==> src/rtl/charlieplex_scanner.sv <==
// Frame-buffered charlieplex scan driver: double-buffered bitmap, one LED lit at a time,
// constant-length slots with a dark blanking gap and brightness as per-slot on-time.
module charlieplex_scanner #(
  parameter int unsigned PINCOUNT   = 4,
  parameter int unsigned BLANK      = 4,
  parameter int unsigned BRIGHTBITS = 8,
  localparam int unsigned LEDCOUNT  = PINCOUNT * (PINCOUNT - 1),
  localparam int unsigned INDEXBITS = $clog2(LEDCOUNT)
) (
  input  logic                  clk,
  input  logic                  rst,
  input  logic [LEDCOUNT-1:0]   frame_in,
  input  logic                  frame_valid,
  output logic                  frame_ready,
  input  logic [BRIGHTBITS-1:0] brightness,
  output logic [INDEXBITS-1:0]  led_index,
  output logic                  led_enable,
  output logic                  frame_start
);

  localparam int unsigned ON        = (1 << BRIGHTBITS) - 1;
  localparam int unsigned BLANKBITS = (BLANK > 1) ? $clog2(BLANK) : 1;
  localparam int unsigned CNTBITS   = (BRIGHTBITS >= BLANKBITS) ? BRIGHTBITS : BLANKBITS;

  localparam logic [CNTBITS-1:0]   BLANK_LAST = CNTBITS'(BLANK - 1);
  localparam logic [CNTBITS-1:0]   ON_LAST    = CNTBITS'(ON - 1);
  localparam logic [INDEXBITS-1:0] IDX_LAST   = INDEXBITS'(LEDCOUNT - 1);

  localparam logic [0:0] ST_BLANK = 1'b0;
  localparam logic [0:0] ST_ON    = 1'b1;

  // Scan position registers describe the cycle about to be presented on the outputs.
  logic [0:0]            phase_q, phase_d;
  logic [CNTBITS-1:0]    cnt_q, cnt_d;
  logic [INDEXBITS-1:0]  idx_q, idx_d;
  logic [LEDCOUNT-1:0]   active_q, active_d;
  logic [LEDCOUNT-1:0]   pending_q, pending_d;
  logic                  pend_full_q, pend_full_d;
  logic [BRIGHTBITS-1:0] bri_q, bri_d;

  logic [INDEXBITS-1:0]  led_index_d;
  logic                  led_enable_d;
  logic                  frame_start_d;
  logic                  frame_ready_d;

  logic                  slot_entry;
  logic                  frame_entry;
  logic                  swap;
  logic                  accept;

  // Next-state and registered-output logic.
  always_comb begin
    phase_d       = phase_q;
    cnt_d         = cnt_q + CNTBITS'(1);
    idx_d         = idx_q;
    active_d      = active_q;
    pending_d     = pending_q;
    pend_full_d   = pend_full_q;
    bri_d         = bri_q;
    led_index_d   = idx_q;
    led_enable_d  = 1'b0;
    frame_start_d = 1'b0;
    frame_ready_d = frame_ready;

    slot_entry  = (phase_q == ST_BLANK) && (cnt_q == '0);
    frame_entry = slot_entry && (idx_q == '0);
    swap        = frame_entry && pend_full_q;
    accept      = frame_valid && frame_ready;

    case (phase_q)
      ST_BLANK: begin
        if (cnt_q == BLANK_LAST) begin
          phase_d = ST_ON;
          cnt_d   = '0;
        end
      end
      ST_ON: begin
        if (cnt_q == ON_LAST) begin
          phase_d = ST_BLANK;
          cnt_d   = '0;
          idx_d   = (idx_q == IDX_LAST) ? '0 : idx_q + INDEXBITS'(1);
        end
      end
      default: begin
        phase_d = ST_BLANK;
        cnt_d   = '0;
        idx_d   = '0;
      end
    endcase

    if (slot_entry) begin
      bri_d = brightness;
    end
    if (swap) begin
      active_d = pending_q;
    end
    if (accept) begin
      pending_d = frame_in;
    end
    // ready is low whenever pending is full, so accept and swap never collide on pending.
    pend_full_d   = accept || (pend_full_q && !swap);
    frame_ready_d = !pend_full_d;
    frame_start_d = frame_entry;
    led_enable_d  = (phase_q == ST_ON) && active_q[idx_q] && (cnt_q < CNTBITS'(bri_q));
  end

  always_ff @(posedge clk) begin
    if (rst) begin
      phase_q     <= ST_BLANK;
      cnt_q       <= '0;
      idx_q       <= '0;
      active_q    <= '0;
      pending_q   <= '0;
      pend_full_q <= 1'b0;
      bri_q       <= '0;
      led_index   <= '0;
      led_enable  <= 1'b0;
      frame_start <= 1'b0;
      frame_ready <= 1'b1;
    end else begin
      phase_q     <= phase_d;
      cnt_q       <= cnt_d;
      idx_q       <= idx_d;
      active_q    <= active_d;
      pending_q   <= pending_d;
      pend_full_q <= pend_full_d;
      bri_q       <= bri_d;
      led_index   <= led_index_d;
      led_enable  <= led_enable_d;
      frame_start <= frame_start_d;
      frame_ready <= frame_ready_d;
    end
  end

endmodule

==> config.mk <==
export PLATFORM = sky130hd
export DESIGN_NAME = charlieplex_scanner
export DESIGN_NICKNAME = d
export VERILOG_FILES = /design/src/rtl/charlieplex_scanner.sv
export SDC_FILE = /design/constraint.sdc
export NUM_CORES = 1
export LEC_CHECK = 0
export ABC_CLOCK_PERIOD_IN_PS = 1950
export CORE_MARGIN = 8
export CORE_UTILIZATION = 48
export CTS_CLUSTER_SIZE = 25
export DETAILED_ROUTE_END_ITERATION = 7
export PLACE_DENSITY = 0.74
export RECOVER_POWER = 50
export SYNTH_ARGS = -nofsm -noshare
export SYNTH_HDL_FRONTEND = slang
export SYNTH_SLANG_ARGS = --single-unit
==> constraint.sdc <==
create_clock -name clk -period 1.95 [get_ports clk]
set_input_delay 0.2925 -clock clk [delete_from_list [all_inputs] [get_ports clk]]
set_output_delay 0.2925 -clock clk [all_outputs]
set_load 0.02 [all_outputs]
## After elaboration in Yosys (flattened, before gate mapping)

Cells that the tools add are included.

- Register bits after elaboration: 53
- Bits in latches: 0
- RAM bits: 0
- Memory bits (read-only): 0
- Bits of input ports: 23
- Output and inout bits: 7
- Logic and storage cells: 41
- Memories kept: 0

- $add $sub $neg: 2
- $mul: 0
- Div/mod/pow operators: 0
- $lt $le $gt $ge: 2
- Equality and inequality tests: 3
- Shift operators: 0
- Muxes and demuxes: 9
- Bitwise logic cells: 1
- Reduce and logical (&&, ||, !) cells: 13

Operators with widths:

| cell | count |
|---|---|
| 8-bit two-way mux | 2 |
| 8-bit case mux with 2 select lines | 1 |
| 8-bit by 1-bit adder with 8-bit output (second input constant) | 1 |
| 8-bit by 2-bit == test with 1-bit output (second input constant) | 1 |
| 8-bit == test (second input constant) | 1 |
| 8-bit logical NOT | 1 |
| 8-bit < comparator | 1 |
| 1-bit logical AND | 7 |
| 4-bit by 5-bit < comparator with 1-bit output (second input constant) | 1 |
| 4-bit by 1-bit adder with 4-bit output (second input constant) | 1 |
| 1-bit binary-select mux with 4-bit select | 1 |
| 4-bit == test (second input constant) | 1 |
| 4-bit logical NOT | 1 |
| 4-bit two-way mux | 1 |
| 1-bit two-way mux | 3 |
| 1-bit logical NOT | 2 |
| 1-bit case mux with 2 select lines | 1 |
| 2-bit AND reduction | 1 |
| 1-bit logical OR | 1 |
| 1-bit NOT | 1 |

## Longest topological paths before layout

Gate-level depths: netlist (run 1).

- Depth after elaboration: 8
- Mapped depth: 9

## Worst setup path before layout (run 1)

No wires, ideal clock.

- Path kind: register to register
- Start: reg cnt_q[2]
- End: reg active_q[10]
- Library setup time: 0.128 ns
- Data arrival time: 1.881 ns
- Data required time: 1.822 ns
- Slack: -0.058 ns
- Cell stages (with the launch flop): 8
- Cells stage by stage: dfxtp_1 -> or4_1 -> nand4bb_1 -> or3_1 -> clkbuf_1 -> buf_6 -> mux2i_1 -> nor2_1

- Cells in the longest elaborated chain, start to end: 4

Ends and longest elaborated chain:

| item | line | source |
|---|---|---|
| start: declaration | 34 | `logic [CNTBITS-1:0] cnt_q, cnt_d;` |
| start signal: assignment | 122 | `cnt_q <= cnt_d;` |
| 8-bit logical NOT | 65 | `slot_entry = (phase_q == ST_BLANK) && (cnt_q == '0);` |
| 1-bit logical AND | 65 |  |
| 1-bit logical AND | 66 | `frame_entry = slot_entry && (idx_q == '0);` |
| 1-bit logical AND | 67 | `swap = frame_entry && pend_full_q;` |
| end signal: assignment | 124 | `active_q <= active_d;` |
| end: declaration | 36 | `logic [LEDCOUNT-1:0] active_q, active_d;` |

No other way between the ends.
A chain may end at the register's enable or synchronous reset.

## Worst setup path in the final report (run 1)

- Start: reg cnt_q[3]
- End: reg active_q[8]

Same word-level chain as after synthesis.

==> reports/qor.yml, run 1 <==
routing:
  ant_nets: 0
  totalWireLength_um: 4275
  wl_per_cell_um: 12.76
  drtPass1Iterations: 4
  dr.first_iter.drc_count: 93
  dr_total_vias: 1681
  via_per_inst: 5.018
  drc: 0
synth:
  synth.distinct_cells: 28
  synth_top_cells_by_area: "dfxtp_1, mux2i_1, ha_1, nor2_1, nand2_1"
  async_flop_share_pct: 0
  dominantRegCellSynth: "dfxtp_1"
  syn_nets: 280
  yosys_warnings: 0
  syn_area_mm2: 0.002228
  avgSynthCellArea_um2: 9.095
  synth_top_area_cell: "dfxtp_1"
  synthesis.instances: 245
  synth_top_area_share_pct: 47.61
  ys_ff_latch: 53
  yosysSeqAreaShare_pct: 47.61
  synth_edf_count: 0
power:
  powerDensity_mw_per_mm2: 787.0
  ir_drop_mv: 0.5210
  leakagePower_nw: 1.205
  swShare_pct: 25.67
  pwr-share-seq_pct: 54.0
  internal_power_w: 0.001609
  clock_power_share_pct: 30.1
  comb_power_share_pct: 15.9
  power_switching_w: 0.0005558
setup_path:
  startpoint_type: "register"
  cp.required_ps: 2140
  cp_slowest_stage_delay_ps: 520
  end_kind: "register"
  slowest_stage: "or4_4"
  worstSetupPathType: "reg -> reg"
  path_cells: "or4_4 -> nand4bb_1 -> or3_4 -> buf_6 -> mux2i_1 -> nor2_1"
  worstPathArrival_ps: 2160
  cp_max_fo: 6
layout:
  utilization_pct: 62.33
  finalNonFillerCells: 335
  final_area_mm2: 0.002751
  diodes: 0
  fillers: 369
  area_growth_pct: 23.47
  final_nets: 317
  layout-drive-gt1-share_pct: 9.894
  seqCellArea_mm2: 0.001064
  multi_input_area_mm2: 0.001071
placement:
  routabilityCongestion: 0.8806
  io_buffer_count: 29
  dpl.cell_count: 325
  place_area_mm2: 0.002615
  hpwl_um: 3142
die:
  rows: 24
  io_pins: 30
  die_y_um: 84.14
  initial_core_util_pct: 50.48
  core_area_mm2: 0.004414
  die_w_um: 84.14
  die_area_mm2: 0.007079
clocking:
  tritoncts: "yes"
  cts_hold_buf: 0
  ctsHtreeMaxLevel: 2
  root_buffer: "clkbuf_8"
  cts_made_buffers: 5
  clkLatencyLatePin_ps: 300
  numClockSinks: 53
  cts.clk_slew.worst_paths_ps: 100
  cts_max_path_buffers: 2
grt:
  grt_max_degree: 33
  grtUsageTotal_pct: 12.86
  grt_pass1_vias: 1679
  overflow: 0
  grt_first_pass_wirelength_um: 7583
  antenna_found_initial: 0
timing:
  skew_ps: 8.693
  slew_headroom_pct: 63.32
  timing.fmax_mhz: 507.1
  hold_viol: 0
  fin_crit_sh_pct: 101.1
  finalCriticalPeriod_ps: 1972
  maxSlewViolCount: 0
  setup_slack_ps: -21.90
  fin_tns_setup_ps: -21.90
  worst_slew_pin_slew_ps: 549.9
  finalSetupViolations: 1
  grt_setup_unrepaired: "yes"
  whs_ps: 462.1
worst_hold_path:
  hold_path.class: "reg -> reg"
flow_run:
  cap_violations: 0
outcome:
  violations: "negative setup slack"
  outcome: "complete, but fails checks"
[per-stage QoR]
stage	total power (W)	setup WS, ps
finish	0.002165	-21.90
global route	0.002285	-88.84
CTS	0.002189	-35.95
detailed placement	0.001525	-51.44
global placement	0.001514	18.39
floorplan	0.001404	-0.2512
[Yosys cell counts, types with 4 or more instances]
cell,number
nand4_1,4
xor2_1,5
nor2b_1,4
a21oi_1,18
nand3_1,6
nor2_1,38
dfxtp_1,53
mux2i_1,22
clkbuf_1,11
ha_1,12
inv_1,15
o21ai_1,4
nand2_1,31
[power by group through the flow]
stage	clock, W	sequential, W	combinational, W
after floorplan	0	0.00120	0.000205
after global placement	0	0.00119	0.000321
after detailed placement	0	0.00120	0.000330
after CTS	0.000671	0.00117	0.000349
after global routing	0.000722	0.00118	0.000387
final	0.000653	0.00117	0.000344
[critical path, delay by kind of cell, from the launching register on]
family                 cells  cell delay (ps)
buffers and inverters      1              150
DFF                        1              330
muxes                      1              170
and+or+nand+nor            4             1210
[cell usage in the layout, fill, tap and decap left out, types with 7 or more instances in the layout]
| master | netlist | layout |
|---|---|---|
| dfxtp_1 | 53 | 51 |
| nor2_1 | 38 | 38 |
| nand2_1 | 31 | 31 |
| clkdlybuf4s50_1 | 0 | 22 |
| mux2i_1 | 22 | 21 |
| a21oi_1 | 18 | 18 |
| inv_1 | 15 | 15 |
| ha_1 | 12 | 12 |
| buf_4 | 0 | 10 |
| dlygate4sd3_1 | 0 | 7 |
[cells by family (layout without fill, tap and decap cells)]
family / Yosys count / after routing / synth area share (%)
simple gates: 96 / 96 / 19.37
buf+inv: 27 / 65 / 4.885
fa+ha+maj: 12 / 12 / 6.738
xor+xnor: 6 / 6 / 2.358
flops: 53 / 53 / 47.61
mux: 25 / 25 / 12.91
compound gates: 26 / 26 / 6.121
[path summary, 6_finish.rpt]
kind,end,cells after the start,start,slack [ps]
max,active_q[8],6,cnt_q[3],-20
min,pending_q[6],2,pending_q[6],460
max reg2reg,active_q[8],6,cnt_q[3],-20
min reg2reg,pending_q[6],2,pending_q[6],460
[cell type report]
type	count	area share (%)
well taps	52	2.365
flip-flops and latches	53	38.65
repair buffers	42	14.37
clock inverters	2	0.6367
multi-input cells	165	38.93
clock buffers	6	3.001
inverters	15	2.046
[metal layers]
layer	vias up	wire, um	GRT usage (%)
met2	34	1937	20.61
met3	6	197	3.575
li1	888	-	-
met4	0	74	5.181
met1	753	2065	15.86
met5	-	0	0
[sequential cells by signal, summed over array words and instances (netlist names)]
| signal | flops |
|---|---|
| idx_q | 4 |
| frame_ready | 1 |
| led_enable | 1 |
| pending_q | 12 |
| pend_full_q | 1 |
| phase_q | 1 |
| cnt_q | 8 |
| frame_start | 1 |
| active_q | 12 |
| led_index | 4 |
| bri_q | 8 |
[repair_timing]
action,4_1_cts,5_1_grt
endpoints found under the hold margin,0,0
cloned,1,0
setup endpoints to repair,12,12
buffers inserted,1,0
pin swaps,3,4
resized for setup,7,1
Note: power is estimated with default switching activity, not from simulation.
==> run 2, diff against run 1 <==
CTS_CLUSTER_SIZE = default   (was 25)
==> results of run 2 <==
Same layout as run 1: the final DEF is identical, and so are final timing and power.
==> run 3, diff against run 2 <==
ABC_CLOCK_PERIOD_IN_PS = 2200   (was 1950)
CORE_UTILIZATION = 54   (was 48)
PLACE_DENSITY = 0.79   (was 0.74)
clock period = 2.2 ns   (was 1.95 ns; I/O delays follow)
==> run 3 against run 2 <==
Net effect:
- the run now ends clean
- global-route usage is 0.60 points higher
- clock-buffer cell count is 1 lower
- clock skew is 6.2 ps lower
- setup slack better by 230 ps
- utilization is 4.2 points higher
- maximum frequency is 1.1% lower
- largest cell class is now sequential cells
==> reports/qor.yml, run 3 (synthesis gave the netlist of run 1 again) <==
flow_run:
  cap_violations: 0  # unchanged
grt:
  grt_max_degree: 34  # was 33
  overflow: 0  # unchanged
  grt_pass1_vias: 1551  # was 1679
  grt_first_pass_wirelength_um: 6934  # was 7583 um
  antenna_found_initial: 0  # unchanged
  grtUsageTotal_pct: 13.46  # was 12.86%
layout:
  diodes: 0  # unchanged
  final_nets: 310  # was 317
  final_common_cell: "dfxtp_1"  # unchanged
  finalNonFillerCells: 326  # was 335
  layout-drive-gt1-share_pct: 6.159  # was 9.894%
  area_growth_pct: 19.48  # was 23.47%
  reg.largest.list: "active_q: 12 flops, pending_q: 12 flops"  # unchanged
  layout_common_cells: "dfxtp_1, nor2_1, nand2_1"  # unchanged
timing:
  finalCriticalPeriod_ps: 1994  # was 1972 ps
  maxSlewViolCount: 0  # unchanged
  fin_tns_setup_ps: 0  # was -21.90 ps
  worst_slew_pin_slew_ps: 633.5  # was 549.9 ps
  skew_ps: 2.457  # was 8.693 ps
  setup_slack_ps: 205.6  # was -21.90 ps
  fin_crit_sh_pct: 90.66  # was 101.1%
  timing.fmax_mhz: 501.4  # was 507.1 MHz
  hold_viol: 0  # unchanged
  grt_setup_unrepaired: "no"  # was yes
  slew_headroom_pct: 57.77  # was 63.32%
  finalSetupViolations: 0  # was 1
setup_path:
  cp.required_ps: 2380  # was 2140 ps
  end_kind: "register"  # unchanged
  cp_max_fo: 12  # was 6
  startpoint_type: "register"  # unchanged
  worstPathArrival_ps: 2170  # was 2160 ps
  worstSetupPathType: "reg -> reg"  # unchanged
placement:
  hpwl_um: 2974  # was 3142 um
  pre_cts_ws_ps: 242.9  # was -51.44 ps
  dpl.cell_count: 318  # was 325
  io_buffer_count: 29  # unchanged
  routabilityCongestion: 0.8317  # was 0.8806
clocking:
  cts_made_buffers: 5  # unchanged
  ctsResizeCount: 0  # was 7
  numClockSinks: 53  # unchanged
  post_cts_buffers: 0  # was 1
  cts_hold_buf: 0  # unchanged
  ctsHtreeMaxLevel: 2  # unchanged
  tritoncts: "yes"  # unchanged
  cts.clk_slew.worst_paths_ps: 90  # was 100 ps
  cts_max_path_buffers: 2  # unchanged
  clkLatencyLatePin_ps: 310  # was 300 ps
  root_buffer: "clkbuf_8"  # unchanged
routing:
  via_per_inst: 5.104  # was 5.018
  drtPass1Iterations: 4  # unchanged
  dr.first_iter.drc_count: 88  # was 93
  drc: 0  # unchanged
  totalWireLength_um: 4050  # was 4275 um
  ant_nets: 0  # unchanged
  wl_per_cell_um: 12.42  # was 12.76 um
  dr_total_vias: 1664  # was 1681
power:
  powerDensity_mw_per_mm2: 698.4  # was 787.0 mW/mm2
  leakagePower_nw: 1.156  # was 1.205 nW
  ir_drop_mv: 0.5379  # was 0.5210 mV
die:
  die_w_um: 80.24  # was 84.14 um
  rows: 23  # was 24
  die_area_mm2: 0.006438  # was 0.007079 mm2
  io_pins: 30  # unchanged
  core_area_mm2: 0.004000  # was 0.004414 mm2
  die_y_um: 80.24  # was 84.14 um
  initial_core_util_pct: 55.71  # was 50.48%
outcome:
  outcome: "completed"  # was complete, but fails checks
worst_hold_path:
  hold_path.class: "reg -> reg"  # unchanged
-- run 3: cell types whose count changed in the layout (fill, tap and decap cells not counted), sizes merged --
cell	before	now
clkdlybuf4s50	22	21
clkinv	1	0
clkinvlp	0	3
clkbuf	7	6
inv	16	15
buf	12	5
dlygate4sd3	7	8
-- run 3: metrics by stage --
stage          total power, W  area [um2]  util (%)  hold WS, ps
4_1_cts              0.001877        2665     66.63        463.5
3_3_place_gp         0.001334        2574     64.34        445.2
3_5_place_dp         0.001342        2574     64.34        449.9
6_report             0.001860        2663     66.56        458.6
2_1_floorplan        0.001244        2228         -        435.7
5_1_grt              0.001953        2663     66.56        490.1
-- run 3: power breakdown --
part,internal (W),switching (W),total (W)
logic,0.000137,0.000137,0.000274
clock network,0.000223,0.000319,0.000542
registers,0.00101,0.0000334,0.00104
total,0.00137,0.000489,0.00186
-- run 3: final cells by class --
cell class                 count  area [um2]
clock buffer                   5       68.82
clock inverter                 3       22.52
fill                         333        1338
inverter                      15       56.30
multi-input combinational    165        1059
sequential                    53        1061
tap                           50       62.56
timing repair buffer          35       332.8
-- run 3: final timing paths --
path,startpoint,to,slack [ps],cells past startpoint
setup / recovery,cnt_q[7],active_q[3],210,6
hold / removal,pending_q[9],pending_q[9],460,2
setup reg to reg,cnt_q[7],active_q[3],210,6
hold reg to reg,pending_q[9],pending_q[9],460,2
-- run 3: routing by layer --
layer / up-vias / global-route usage (%) / wire length [um]
met1: 756 / 18.61 / 2132
li1: 872 / - / -
met5: - / 0 / 0
met2: 31 / 18.92 / 1707
met4: 0 / 4.364 / 53
met3: 5 / 4.688 / 157
-- run 3: critical path: stages (launching register included) --
cell and delay, ps:
dfxtp_1 360, or4_1 490, nand4bb_1 220, or3_1 360
buf_4 210, mux2i_1 170, nor2_1 60
